<file path="src/rtl/eth_tx_sched.sv">
// rtl/eth_tx_sched.sv - round-robin TX scheduler sharing one MII/GMII byte stream between ARP and UDP generators
module eth_tx_sched #(
  parameter int IFG_CYCLES    = 12,
  parameter int START_TIMEOUT = 32,
  parameter int MAX_FRAME     = 1530,
  parameter int CNT_W         = 11
) (
  input  logic       clk,
  input  logic       rst_n,
  input  logic [1:0] i_req,
  output logic [1:0] o_enable,
  input  logic [7:0] i_arp_tx_data,
  input  logic       i_arp_tx_en,
  input  logic [7:0] i_udp_tx_data,
  input  logic       i_udp_tx_en,
  output logic [7:0] o_tx_data,
  output logic       o_tx_en,
  output logic       o_busy,
  output logic [1:0] o_done,
  output logic [1:0] o_err,
  output logic [1:0] o_pending
);

  typedef enum logic [2:0] {
    S_IDLE,
    S_START,
    S_SEND,
    S_DRAIN,
    S_GAP
  } state_t;

  localparam logic [CNT_W-1:0] START_LAST = CNT_W'(START_TIMEOUT - 1);
  localparam logic [CNT_W-1:0] FRAME_MAX  = CNT_W'(MAX_FRAME);
  localparam logic [CNT_W-1:0] GAP_LAST   = CNT_W'(IFG_CYCLES - 1);
  localparam logic [CNT_W-1:0] CNT_SAT    = '1;

  state_t           state, state_nxt;
  logic             sel, sel_nxt;
  logic             last_grant, last_grant_nxt;
  logic [1:0]       pending_nxt;
  logic [1:0]       grant;
  logic [1:0]       sel_oh;
  logic [CNT_W-1:0] cnt, cnt_nxt, cnt_inc;
  logic [1:0]       enable_nxt, done_nxt, err_nxt;
  logic             tx_en_nxt;
  logic [7:0]       tx_data_nxt;
  logic             g_en;
  logic [7:0]       g_data;

  assign o_busy  = (state != S_IDLE);
  assign sel_oh  = sel ? 2'b10 : 2'b01;
  assign g_en    = sel ? i_udp_tx_en : i_arp_tx_en;
  assign g_data  = sel ? i_udp_tx_data : i_arp_tx_data;
  assign cnt_inc = (cnt == CNT_SAT) ? cnt : cnt + CNT_W'(1);

  always_comb begin
    state_nxt      = state;
    sel_nxt        = sel;
    last_grant_nxt = last_grant;
    cnt_nxt        = cnt;
    grant          = 2'b00;
    enable_nxt     = 2'b00;
    done_nxt       = 2'b00;
    err_nxt        = 2'b00;
    tx_en_nxt      = 1'b0;
    tx_data_nxt    = 8'h00;

    case (state)
      S_IDLE: begin
        if (o_pending != 2'b00) begin
          // A lone request wins outright; a tie goes to whoever was not granted last.
          if (o_pending == 2'b01)      sel_nxt = 1'b0;
          else if (o_pending == 2'b10) sel_nxt = 1'b1;
          else                         sel_nxt = ~last_grant;
          grant          = sel_nxt ? 2'b10 : 2'b01;
          enable_nxt     = grant;
          last_grant_nxt = sel_nxt;
          cnt_nxt        = '0;
          state_nxt      = S_START;
        end
      end
      S_START: begin
        if (g_en) begin
          tx_en_nxt   = 1'b1;
          tx_data_nxt = g_data;
          cnt_nxt     = CNT_W'(1);
          state_nxt   = S_SEND;
        end else if (cnt >= START_LAST) begin
          err_nxt   = sel_oh;
          cnt_nxt   = '0;
          state_nxt = S_GAP;
        end else begin
          cnt_nxt = cnt_inc;
        end
      end
      S_SEND: begin
        if (!g_en) begin
          done_nxt  = sel_oh;
          cnt_nxt   = '0;
          state_nxt = S_GAP;
        end else if (cnt >= FRAME_MAX) begin
          // Overlong frame: cut the PHY stream now, wait for the generator to let go.
          state_nxt = S_DRAIN;
        end else begin
          tx_en_nxt   = 1'b1;
          tx_data_nxt = g_data;
          cnt_nxt     = cnt_inc;
        end
      end
      S_DRAIN: begin
        if (!g_en) begin
          err_nxt   = sel_oh;
          cnt_nxt   = '0;
          state_nxt = S_GAP;
        end
      end
      S_GAP: begin
        if (cnt >= GAP_LAST) state_nxt = S_IDLE;
        else                 cnt_nxt   = cnt_inc;
      end
      default: state_nxt = S_IDLE;
    endcase

    pending_nxt = (o_pending & ~grant) | i_req;
  end

  always_ff @(posedge clk or negedge rst_n) begin
    if (!rst_n) begin
      state      <= S_IDLE;
      sel        <= 1'b0;
      last_grant <= 1'b1;
      cnt        <= '0;
      o_pending  <= 2'b00;
      o_enable   <= 2'b00;
      o_done     <= 2'b00;
      o_err      <= 2'b00;
      o_tx_en    <= 1'b0;
      o_tx_data  <= 8'h00;
    end else begin
      state      <= state_nxt;
      sel        <= sel_nxt;
      last_grant <= last_grant_nxt;
      cnt        <= cnt_nxt;
      o_pending  <= pending_nxt;
      o_enable   <= enable_nxt;
      o_done     <= done_nxt;
      o_err      <= err_nxt;
      o_tx_en    <= tx_en_nxt;
      o_tx_data  <= tx_data_nxt;
    end
  end

endmodule

</file>
<file path="config.mk">
export PLATFORM = sky130hd
export DESIGN_NAME = eth_tx_sched
export DESIGN_NICKNAME = d
export VERILOG_FILES = /design/src/rtl/eth_tx_sched.sv
export SDC_FILE = /design/constraint.sdc
export NUM_CORES = 1
export LEC_CHECK = 0
export ABC_AREA = 1
export CORE_UTILIZATION = 44
export DETAILED_ROUTE_END_ITERATION = 10
export GPL_TIMING_DRIVEN = 0
export HOLD_SLACK_MARGIN = 0.15
export PLACE_DENSITY = 0.78
export SKIP_CTS_REPAIR_TIMING = 1
export SLEW_MARGIN = 10
export SYNTH_ARGS = -nofsm -noshare
export SYNTH_HDL_FRONTEND = slang
export SYNTH_SLANG_ARGS = --single-unit
</file>
<file path="constraint.sdc">
create_clock -name clk -period 4.1 [get_ports clk]
set_clock_uncertainty 0.1 [all_clocks]
set_input_delay 0.82 -clock clk [delete_from_list [all_inputs] [get_ports clk]]
set_output_delay 0.82 -clock clk [all_outputs]
set_load 0.005 [all_outputs]
</file>
==> results.md <==
* Status: completed
* Grt ovf at 0
* Multi-input logic area at around 1000 µm²
* Setup violators final at 0
* Max Fclk at 0.393 GHz
* Flops & latches, synth at 33
* Worst-skew pair later-pin latency at 290 ps
* # fillers at 381
* Diode count at 0
* Largest net degree at the start of global routing at 34
* Chip height at 69.0 µm
* I/O pin cnt at 40
* Placement Rows at 23
* Routed WL at 4.25 mm
* Post-synthesis area per instance at 7.83 µm²
* Via-to-Cell Ratio at 4.95
* Nets at 322
* RSZ-0062 raised after global routing: false
* Num CTS Buffers at 5
* Clock power frac at 21.8%
* First-pass detailed-route iteration total at 4
* Worst Setup Path Type: reg -> out
* Die width at 69.0 µm
* CTS clk-pin slew, worst paths at 70 ps
* Comb pwr share at 44.5%
* LEAKAGE at 1.23 nW
* Number of synthesized flops with an enable pin at 0
* Storage cell area at 827 µm²
* Synth Flop Type: dfrtp_1
* Port bufs at 39
* Fin Setup TNS at 0 ps
* Clk sinks at 33
* Crit path time final at 2540 ps
* Clock Tree Root: clkbuf_8
* Crit end category: output port
* Commonest cells in the netlist: 75 x nand2_1, 32 x dfrtp_1, 24 x inv_1, 22 x nor2_1, 19 x nand3_1
* Warnings from Yosys at 0
* Final ANT Viol Nets at 0
* Total core area at 4140 µm²
* Internal at 0.837 mW
* Crit Path Max Fanout at 4
* Crit share post-route at 62.1%
* Seq pwr share at 33.6%
* Vias post-DR at 1728
* Cell taking the most area after synthesis: dfrtp_1
* Synth top area cells: dfrtp_1 41%, nand2_1 14%, nand3_2 6.1%
* Final hold vios at 0
* Top-count cell post-synth: nand2_1
* Overall Global Routing Usage at a little over a fifth
* Yosys cell types at 32
* Max cap viols at 0
* Hold slack at ~410 ps
* Vias in the first global route at 1646
* Initial antenna violation count at 0
* Sw Share at 38.5%
* Pwr per Cell Area at 538 nW/µm²
* Worst hold-check path type: reg -> reg
* Critical Path AT at 1620 ps
* Die area at 4760 µm²
* Data required time of the worst path at 3180 ps
* Post-synth top area share at 40.6%
* Register area share after synthesis at 41.9%
* Asr flop ratio synth at 100%
* Fin. max-slew vios at 0
* Share of layout cells above drive strength 1 at 16.7%
* CP startpoint kind: register
* Drt first-iter violations at between 100 and 150
* Detailed Place HPWL at ~3.2 mm
* Slew at the pin closest to its max-slew limit at 719 ps
* NetSw at 0.525 mW
* First-pass GRT wire length at 7.20 mm
* Placer Congestion at ~0.83
* Initial core utilization at a little under half
* Final routed DRC violation total at 0
* Wirelength per Cell at 12.2 µm
* Net count after synthesis at 276
* Clock tree from TritonCTS: yes
* H-tree depth at 2
* Mapped Cells at 252
* Worst IR Drop VDD at around 0.3 mV
* Clock Path Buffers at 2
* Synthesis-to-finish area growth at 28.1%
* Slew headroom at 52.0%
* Mapped Area at 1970 µm²
final timing paths:
| kind | startpoint | end | slack [ps] | cells after the start |
|---|---|---|---|---|
| max | state[0] | o_busy | 1560 | 5 |
| min | o_pending[1] | o_enable[0] | 410 | 1 |
| max reg2reg | cnt[0] | cnt[9] | 2260 | 9 |
| min reg2reg | o_pending[1] | o_enable[0] | 410 | 1 |
| max in group asynchronous | rst_n | cnt[6] | 2960 | 1 |
| min in group asynchronous | rst_n | o_pending[0] | 480 | 1 |
registers in the layout, indices dropped and copies added (netlist names):
signal / flops
cnt: 11
o_tx_data: 8
state: 3
o_done: 2
o_enable: 2
o_err: 2
o_pending: 2
last_grant: 1
o_tx_en: 1
sel: 1
cell type report:
type / instances / area share [%]
multi-input cells: 186 / 39.4
clock buffers: 6 / 2.87
plain buffers: 3 / 1.38
flip-flops and latches: 33 / 32.7
repair buffers: 39 / 15.2
inverters: 30 / 4.55
well taps: 50 / 2.47
clock inverters: 2 / 1.38
worst max-delay path, cell delays in order, from the launching register on:
cell and delay, ps:
dfrtp_1 430, inv_2 100, nand2_2 80, nor2_1 160
inv_1 110, clkdlybuf4s50_1 450
power groups by stage:
stage                     Sequential (mW)  Combinational (mW)  Clock [mW]
final                               0.458               0.606       0.297
after detailed placement            0.463               0.608           0
after global placement              0.459               0.598           0
after global routing                0.466               0.670       0.323
after floorplan                     0.460               0.386           0
after CTS                           0.457               0.610       0.308
per-stage QoR:
step | util [%] | instance area [µm²] | power [mW] | worst slack, ps | std cells
after global placement | 58.6 | 2430 | 1.06 | 1470 | 341
after CTS | 61.1 | 2530 | 1.37 | 1560 | 349
after floorplan | - | 1970 | 0.846 | 2250 | 252
after detailed placement | 58.5 | 2420 | 1.07 | 1570 | 341
after global routing | 61.1 | 2530 | 1.46 | 1480 | 349
final | 61.1 | 2530 | 1.36 | 1560 | 349
cells by family after synthesis:
group	share of synthesized area (%)
AO/OA/AOI/OAI	8.75
AND/OR/NAND/NOR	38.3
flip-flops	41.9
adder cells (fa/ha/maj)	1.27
buffers and inverters	7.60
XOR/XNOR	2.22
layout by cell type (no fill, tap or decap), drive strengths merged, types with 2 or more instances in the layout:
cell type | Yosys | final
ha | 2 | 2
buf | 2 | 3
dfrtp | 32 | 32
nand2 | 82 | 82
clkbuf | 1 | 7
xnor2 | 4 | 4
nand3 | 32 | 32
o21bai | 2 | 2
nor2 | 29 | 29
clkdlybuf4s50 | 0 | 38
a21oi | 15 | 15
inv | 30 | 30
nor3 | 3 | 3
o21ai | 9 | 9
nand4 | 4 | 4
per-layer routing:
layer	track usage, %	part of all wire, %
met3	4.44	3.3
met4	8.42	1.7
met5	0	0
met2	34.8	48
met1	26.3	47
(Power assumes the default switching activity.)
